==> src/rtl/mem_bus_pkg.sv <==
// Shared types and bus constants for the native memory bus arbiter and its helpers.
package mem_bus_pkg;

  localparam int unsigned MEM_AW = 32;
  localparam int unsigned MEM_DW = 32;
  localparam int unsigned MEM_SW = MEM_DW / 8;

  localparam logic [MEM_DW-1:0] DEFAULT_ERR_RDATA = 32'hDEAD_BEEF;

  typedef enum logic [1:0] {
    IDLE = 2'd0,
    BUSY = 2'd1,
    DONE = 2'd2
  } arb_state_e;

endpackage

==> src/rtl/mem_bus_arbiter_rr_pick.sv <==
// Combinational round-robin finder: first set request searching upward from last+1, wrapping.
module rr_pick #(
  parameter int unsigned N  = 2,
  parameter int unsigned PW = (N > 1) ? $clog2(N) : 1
) (
  input  logic [N-1:0]  i_req,
  input  logic [PW-1:0] i_last,
  output logic [N-1:0]  o_gnt,
  output logic [PW-1:0] o_idx,
  output logic          o_any
);

  always_comb begin
    o_gnt = '0;
    o_idx = '0;
    o_any = 1'b0;
    for (int unsigned d = 1; d <= N; d++) begin
      logic [PW-1:0] k;
      k = PW'((32'(i_last) + d) % N);
      if (!o_any && i_req[k]) begin
        o_any    = 1'b1;
        o_gnt[k] = 1'b1;
        o_idx    = k;
      end
    end
  end

endmodule

==> src/rtl/mem_bus_arbiter.sv <==
// Round-robin owner of the shared native memory bus; grant held until the transaction
// completes, aborts, or is forced complete by the watchdog.
module mem_bus_arbiter
  import mem_bus_pkg::*;
#(
  parameter int unsigned       NUM_REQ     = 2,
  parameter int unsigned       TIMEOUT_CYC = 1023,
  parameter logic [MEM_DW-1:0] ERR_RDATA   = DEFAULT_ERR_RDATA
) (
  input  logic                      clk_i,
  input  logic                      rst_n_i,
  input  logic [NUM_REQ-1:0]        req_valid_i,
  input  logic [NUM_REQ*MEM_AW-1:0] req_addr_i,
  input  logic [NUM_REQ*MEM_DW-1:0] req_wdata_i,
  input  logic [NUM_REQ*MEM_SW-1:0] req_wstrb_i,
  output logic [MEM_DW-1:0]         req_rdata_o,
  output logic [NUM_REQ-1:0]        req_ready_o,
  output logic                      mem_valid_o,
  output logic [MEM_AW-1:0]         mem_addr_o,
  output logic [MEM_DW-1:0]         mem_wdata_o,
  output logic [MEM_SW-1:0]         mem_wstrb_o,
  input  logic [MEM_DW-1:0]         mem_rdata_i,
  input  logic                      mem_ready_i,
  output logic [NUM_REQ-1:0]        grant_o,
  output logic                      timeout_o
);

  localparam int unsigned   PW      = $clog2(NUM_REQ);
  localparam int unsigned   CW      = (TIMEOUT_CYC > 0) ? $clog2(TIMEOUT_CYC + 1) : 1;
  localparam logic [CW-1:0] EXP_CNT = (TIMEOUT_CYC > 0) ? CW'(TIMEOUT_CYC - 1) : '0;

  arb_state_e        r_state;
  logic [NUM_REQ-1:0] r_grant;
  logic [PW-1:0]      r_last;
  logic [CW-1:0]      r_cnt;

  logic [MEM_AW-1:0]  w_addr  [NUM_REQ];
  logic [MEM_DW-1:0]  w_wdata [NUM_REQ];
  logic [MEM_SW-1:0]  w_wstrb [NUM_REQ];
  logic [NUM_REQ-1:0] w_pick_gnt;
  logic [PW-1:0]      w_pick_idx;
  logic               w_any;
  logic               w_busy;
  logic               w_own_valid;
  logic               w_ack;
  logic               w_expire;
  logic               w_leave;

  always_comb begin
    for (int unsigned k = 0; k < NUM_REQ; k++) begin
      w_addr[k]  = req_addr_i[k*MEM_AW +: MEM_AW];
      w_wdata[k] = req_wdata_i[k*MEM_DW +: MEM_DW];
      w_wstrb[k] = req_wstrb_i[k*MEM_SW +: MEM_SW];
    end
  end

  rr_pick #(
    .N  (NUM_REQ),
    .PW (PW)
  ) u_pick (
    .i_req  (req_valid_i),
    .i_last (r_last),
    .o_gnt  (w_pick_gnt),
    .o_idx  (w_pick_idx),
    .o_any  (w_any)
  );

  // r_last doubles as the owner index while BUSY; grant_o alone is cleared for DONE.
  always_comb begin
    w_busy      = (r_state == BUSY);
    w_own_valid = w_busy && req_valid_i[r_last];
    w_ack       = w_own_valid && mem_ready_i;
    w_expire    = (TIMEOUT_CYC != 0) && w_own_valid && !mem_ready_i && (r_cnt == EXP_CNT);
    w_leave     = w_busy && (!req_valid_i[r_last] || mem_ready_i || w_expire);

    mem_valid_o = w_own_valid && !w_expire;
    mem_addr_o  = w_busy ? w_addr[r_last]  : '0;
    mem_wdata_o = w_busy ? w_wdata[r_last] : '0;
    mem_wstrb_o = w_busy ? w_wstrb[r_last] : '0;
    req_ready_o = (w_ack || w_expire) ? (NUM_REQ'(1) << r_last) : '0;
    req_rdata_o = w_ack ? mem_rdata_i : (w_expire ? ERR_RDATA : '0);
    timeout_o   = w_expire;
    grant_o     = r_grant;
  end

  always_ff @(posedge clk_i or negedge rst_n_i) begin
    if (!rst_n_i) begin
      r_state <= IDLE;
      r_grant <= '0;
      r_last  <= PW'(NUM_REQ - 1);
      r_cnt   <= '0;
    end else begin
      case (r_state)
        IDLE: begin
          if (w_any) begin
            r_state <= BUSY;
            r_grant <= w_pick_gnt;
            r_last  <= w_pick_idx;
          end
        end
        BUSY: begin
          if (w_leave) begin
            r_state <= DONE;
            r_grant <= '0;
            r_cnt   <= '0;
          end else if (r_cnt != '1) begin
            r_cnt <= r_cnt + 1'b1;
          end
        end
        DONE: begin
          r_state <= IDLE;
          r_cnt   <= '0;
        end
        default: r_state <= IDLE;
      endcase
    end
  end

endmodule

==> config.mk <==
export PLATFORM = sky130hd
export DESIGN_NAME = mem_bus_arbiter
export DESIGN_NICKNAME = d
export VERILOG_FILES = /design/src/rtl/mem_bus_pkg.sv /design/src/rtl/mem_bus_arbiter_rr_pick.sv /design/src/rtl/mem_bus_arbiter.sv
export SDC_FILE = /design/constraint.sdc
export NUM_CORES = 1
export LEC_CHECK = 0
export CORE_AREA = 2 2 108 110
export CTS_CLUSTER_DIAMETER = 200
export CTS_CLUSTER_SIZE = 24
export DETAILED_ROUTE_END_ITERATION = 16
export DIE_AREA = 0 0 110 112
export PLACE_DENSITY = 0.76
export SLEW_MARGIN = 25
export SYNTH_ARGS = -nofsm -noshare
export SYNTH_HDL_FRONTEND = slang
export SYNTH_SLANG_ARGS = --single-unit
==> constraint.sdc <==
create_clock -name clk_i -period 2.71 [get_ports clk_i]
set_clock_uncertainty 0.2 [all_clocks]
set_input_delay 0.4065 -clock clk_i [delete_from_list [all_inputs] [get_ports clk_i]]
set_output_delay 0.4065 -clock clk_i [all_outputs]
set_load 0.02 [all_outputs]
# Yosys cells after proc, flatten, opt, wreduce, memory -nomap -nowiden
# Cells that the tools add are included.
[totals] register_bits=15 inputBits=173 out_inout_bits=106 elab_cells=86
[classes] add_sub_neg=3 n_lt_le_gt_ge=6 eq_ne=7 shifts=1 n_mux=40 bitwise=2 n_reduce_logical=23
[ops] op="$mux W32" n=10
[ops] op="$mux W10" n=2
[ops] op="$pmux W10 S2" n=1
[ops] op="$mux W4" n=4
[ops] op="$mux W2" n=7
[ops] op="$mux W1" n=12
[ops] op="$add A10 B1 Y10 const B" n=1
[ops] op="$eq A10 B10 Y1 const B" n=1
[ops] op="$ne A10 B10 Y1 const B" n=1
[ops] op="$logic_and A1 B1 Y1" n=9
[ops] op="$pmux W2 S2" n=2
[ops] op="$lt A1 B2 Y1 const B" n=3
[ops] op="$reduce_and A2 Y1" n=3
[ops] op="$logic_not A1 Y1" n=4
[ops] op="$ne A2 B1 Y1 const B" n=2
[ops] op="$reduce_bool A2 Y1" n=2
[ops] op="$logic_or A1 B1 Y1" n=3
[ops] op="$ne A3 B1 Y1 const B" n=1
[ops] op="$reduce_and A3 Y1" n=1
[ops] op="$add A1 B1 Y1 const B" n=2
[ops] op="$demux W1 S1" n=2
[ops] op="$eq A2 B1 Y1 const B" n=1
[ops] op="$eq A2 B2 Y1 const B" n=1
[ops] op="$ge A1 B1 Y1 const B" n=2
[ops] op="other kinds (5)" n=5

# Depth between registers and ports, before layout
[logic_depth] depth_word=10 mapped_depth=8 ltp_nobuf=7

# Modules after synthesis
# Synthesis repeated with hierarchy kept, for this count alone.
[unflattened] hier_cells=322 hier_area_um2=2448.6
[by_module_without_submodules] module="mem_bus_arbiter" n_inst=1 cells_each=317 area_per_inst_um2=2416.1 seq_area_each_um2=376.6
[by_module_without_submodules] module="rr_pick" n_inst=1 cells_each=5 area_per_inst_um2=32.5 seq_area_each_um2=0.0

# Worst setup path after synthesis
# No wires, ideal clock.
[synth_path] path_type="register to output" from="reg r_cnt[0]" to="out mem_valid_o" arrival_time_ns=1.723 path_slack_ns=0.380 path_stages_with_launch=9 path_buffers=2 cell_sequence="dfrtp_1 inv_1 ha_1 and4_1 and3_4 nor2b_1 buf_2 buf_2 nor2_1"
[synth_via] elab_chain_len=4
[synth_lines] element="from (decl)" line="mem_bus_arbiter.sv:35" source="logic [CW-1:0] r_cnt;"
[synth_lines] element="from (signal assigned)" line="mem_bus_arbiter.sv:107" source="r_cnt <= r_cnt + 1'b1;"
[synth_lines] element="$eq A10 B10 Y1" line="mem_bus_arbiter.sv:73" source="w_expire = (TIMEOUT_CYC != 0) && w_own_valid && !mem_ready_i && (r_cnt == EXP_CNT);"
[synth_lines] element="$logic_and A1 B1 Y1" line="mem_bus_arbiter.sv:73"
[synth_lines] element="via timeout_o" line="mem_bus_arbiter.sv:25" source="output logic timeout_o"
[synth_lines] element="$logic_not A1 Y1" line="mem_bus_arbiter.sv:76" source="mem_valid_o = w_own_valid && !w_expire;"
[synth_lines] element="$logic_and A1 B1 Y1" line="mem_bus_arbiter.sv:76"
[synth_lines] element="to (decl)" line="mem_bus_arbiter.sv:18" source="output logic mem_valid_o,"
# The timed path passes the listed nets, and every way through them passes these cells.

# Worst setup path in the final report
[layout_path] from="reg r_last" to="out req_rdata_o[29]"
[layout_via] elab_chain_len=5
[layout_lines] element="from (decl)" line="mem_bus_arbiter.sv:34" source="logic [PW-1:0] r_last;"
[layout_lines] element="from (signal assigned)" line="mem_bus_arbiter.sv:90" source="r_last <= PW'(NUM_REQ - 1);"
[layout_lines] element="from (signal assigned)" line="mem_bus_arbiter.sv:98" source="r_last <= w_pick_idx;"
[layout_lines] element="$mux W1 (implied by the code) (2 in series)" line="mem_bus_arbiter.sv:71" source="w_own_valid = w_busy && req_valid_i[r_last];"
[layout_lines] element="$logic_and A1 B1 Y1" line="mem_bus_arbiter.sv:71"
[layout_lines] element="$logic_and A1 B1 Y1" line="mem_bus_arbiter.sv:72" source="w_ack = w_own_valid && mem_ready_i;"
[layout_lines] element="$mux W32" line="mem_bus_arbiter.sv:81" source="req_rdata_o = w_ack ? mem_rdata_i : (w_expire ? ERR_RDATA : '0);"
[layout_lines] element="to (decl)" line="mem_bus_arbiter.sv:16" source="output logic [MEM_DW-1:0] req_rdata_o,"
# Every way passes these cells. The select of a mux whose other input is x is not followed.

==> impl_metrics.json <==
{
  "track_usage": 0.185,
  "peakVddDrop_uv": 461,
  "syn_nets": 479,
  "grt_overflow": 0,
  "drc_errors": 0,
  "io_pins": 279,
  "ctsLongestPathBuffers": 2,
  "synthesis.area_sq_mm": 0.00240,
  "crit_family": "flip-flops",
  "final_cell_mix": "174 x clkdlybuf4s50_1, 68 x mux2i_1, 68 x nor2b_1",
  "dr.pass1.iters": 4,
  "fmax_mhz": 376,
  "ctsHoldBuffers": 0,
  "ant_nets": 0,
  "route.vias.total": 3256,
  "clk_latency_ns": 0.25,
  "die_h_microns": 112,
  "finalSetupViolCount": 0,
  "worst_pin_slew_ns": 0.687,
  "hold_viol": 0,
  "min_period_ns": 2.66,
  "critical_path_buf_inv_count": 2,
  "core_region_area_sq_mm": 0.0112,
  "drive_gt1_frac": 0.0794,
  "yosysWarningCount": 0,
  "grt_max_degree": 41,
  "setup_tns_ns": 0,
  "crit_path_max_fanout": 32,
  "final_common_cell": "clkdlybuf4s50_1",
  "antenna_found_initial": 1,
  "status": "finished, final reports clean",
  "wirelength_microns": 12400,
  "crit_type": "flop to output port",
  "worst_setup_path_start_kind": "flop",
  "period_share": 0.982,
  "crit_slowest_cell": "dfstp_4",
  "cts_root_buf": "clkbuf_16",
  "leakagePower_nw": 3.00,
  "grt_pass1_wl_microns": 17600,
  "min_path_type": "flop to flop",
  "start_util": 0.215,
  "seq_area_frac_synth": 0.157,
  "place_congestion": 0.827,
  "setup_slack_ns": 0.0498,
  "end_kind": "output port",
  "synth_seq_cells": 15,
  "grt_pass1_vias": 3259,
  "ys_types": 42,
  "rows": 39,
  "cts_buffers": 3,
  "clkSinkCount": 15,
  "dr.first_iter.drc_count": 171,
  "die_area_sq_mm": 0.0123,
  "rsz0062_at_grt": "yes",
  "io_buffers": 278,
  "vias_per_cell": 4.50,
  "syn_to_final_growth_pct": 133,
  "path_cells": "mux2_4 -> and3_1 -> buf_12 -> and2_1 -> dlygate4sd2_1",
  "fillCellCount": 1082,
  "dp_hpwl_microns": 10400,
  "die_w_microns": 110,
  "wl_per_cell_microns": 17.2,
  "drv_cap": 0,
  "arrival_ns": 2.05,
  "pre_cts_ws_ns": -0.230,
  "path_clk_slew_ns": 0.05,
  "crit_required_ns": 2.10,
  "slew_headroom": 0.541,
  "layout.nets": 760,
  "syn_area_per_cell_sq_um": 8.02,
  "htreeDepth": 1,
  "p_per_area_mw_per_mm2": 760,
  "slew_violations": 0,
  "synthCells": 299,
  "slowest_delay_ns": 0.62,
  "tritoncts": "done"
}
==> synth_stat cells <==
cell type / instances / area share
a211oi_1: 1 / 0.0031
a21o_1: 24 / 0.075
a21oi_1: 3 / 0.0063
a2bb2oi_1: 3 / 0.011
a31oi_1: 1 / 0.0026
and2_1: 8 / 0.021
and3_1: 3 / 0.0078
and3_4: 1 / 0.0047
and4_1: 2 / 0.0073
buf_1: 2 / 0.0031
buf_2: 9 / 0.019
buf_4: 1 / 0.0031
clkbuf_1: 13 / 0.020
dfrtp_1: 14 / 0.15
dfstp_2: 1 / 0.011
ha_1: 7 / 0.037
inv_1: 4 / 0.0063
mux2_2: 1 / 0.0047
mux2i_1: 68 / 0.28
nand2_1: 21 / 0.033
nand2b_1: 3 / 0.0078
nand3_1: 8 / 0.017
nand3b_2: 1 / 0.0047
nand4_1: 2 / 0.0052
nor2_1: 5 / 0.0078
nor2b_1: 69 / 0.18
nor3b_1: 1 / 0.0031
o211ai_1: 1 / 0.0031
o21a_1: 1 / 0.0031
o21ai_0: 7 / 0.015
o21ai_1: 1 / 0.0021
o21bai_1: 1 / 0.0031
o221ai_1: 1 / 0.0037
o22a_1: 1 / 0.0037
o22ai_1: 1 / 0.0026
o2bb2ai_1: 1 / 0.0037
o311ai_1: 1 / 0.0037
o31ai_1: 3 / 0.0094
o41ai_2: 1 / 0.0068
or3_1: 1 / 0.0026
or4_1: 1 / 0.0031
or4b_1: 1 / 0.0042
==> final timing paths <==
path | to | slack [ns] | depth (start not counted) | startpoint
max | req_rdata_o[29] | 0.05 | 5 | r_last$_DFFE_PN1P_
max in group asynchronous | r_state[0]$_DFFE_PN0P_ | 1.49 | 1 | rst_n_i
min in group asynchronous | r_cnt[0]$_DFFE_PN0P_ | 0.38 | 1 | rst_n_i
min reg2reg | grant_o[1]$_DFFE_PN0P_ | 0.32 | 2 | grant_o[1]$_DFFE_PN0P_
min | grant_o[1]$_DFFE_PN0P_ | 0.32 | 2 | grant_o[1]$_DFFE_PN0P_
max reg2reg | r_cnt[5]$_DFFE_PN0P_ | 0.37 | 7 | r_last$_DFFE_PN1P_
==> cell type report <==
cell class | count | area [sq um] | share of cell area
Clock inverter | 1 | 5.00 | 0.000897
Sequential cell | 15 | 380 | 0.0682
Clock buffer | 3 | 75.1 | 0.0135
Inverter | 4 | 15.0 | 0.00269
Timing Repair Buffer | 301 | 3010 | 0.539
Tap cell | 143 | 179 | 0.0321
Antenna cell | 1 | 2.50 | 0.000448
Multi-Input combinational cell | 255 | 1920 | 0.343
==> flip-flops by register name (all words and copies together) (netlist names) <==
register,flops
r_state,2
grant_o,2
r_cnt,10
r_last,1
==> worst min-delay path: cells and delay by family, from the launching register on <==
family / cells / cell delay (ns)
DFF: 1 / 0.37
and+or+nand+nor: 2 / 0.12
==> repair_timing <==
| item | in CTS | in global routing |
|---|---|---|
| resized for setup | 117 | 28 |
| setup endpoints to repair | 101 | 41 |
| cloned | 2 | 0 |
| buffers inserted | 0 | 0 |
==> metrics by stage <==
| step | power (mW) | instance area (sq um) | util | hold slack [ns] | instances |
|---|---|---|---|---|---|
| after floorplan | 2.47 | 2400 | - | -0.0891 | 299 |
| final | 4.24 | 5580 | 0.499 | 0.322 | 723 |
| after global placement | 3.97 | 5460 | 0.488 | 0.294 | 716 |
| after global routing | 4.52 | 5580 | 0.499 | 0.362 | 723 |
| after detailed placement | 4.03 | 5460 | 0.488 | 0.312 | 716 |
| after CTS | 4.25 | 5530 | 0.495 | 0.325 | 722 |
==> layer usage <==
| metal | part of all wire | GRT usage | vias to the layer above |
|---|---|---|---|
| met4 | 0.021 | 0.0447 | 0 |
| met5 | 0 | 0 | - |
| met3 | 0.080 | 0.0398 | 19 |
| li1 | - | - | 1608 |
| met1 | 0.38 | 0.207 | 1520 |
| met2 | 0.52 | 0.349 | 109 |
==> power by group <==
part | leakage [nW] | switching [mW] | internal [mW]
Clock | 0.0409 | 0.0906 | 0.197
Sequential | 0.185 | 0.0751 | 0.333
Combinational | 2.77 | 1.82 | 1.72
==> cells by family after synthesis <==
group	synth area share
AND/OR/NAND/NOR	0.309
multiplexers	0.288
AO/OA/AOI/OAI	0.158
buffers and inverters	0.0516
flip-flops	0.157
adder cells (fa/ha/maj)	0.0365
Power figures use the tool's default switching activity.
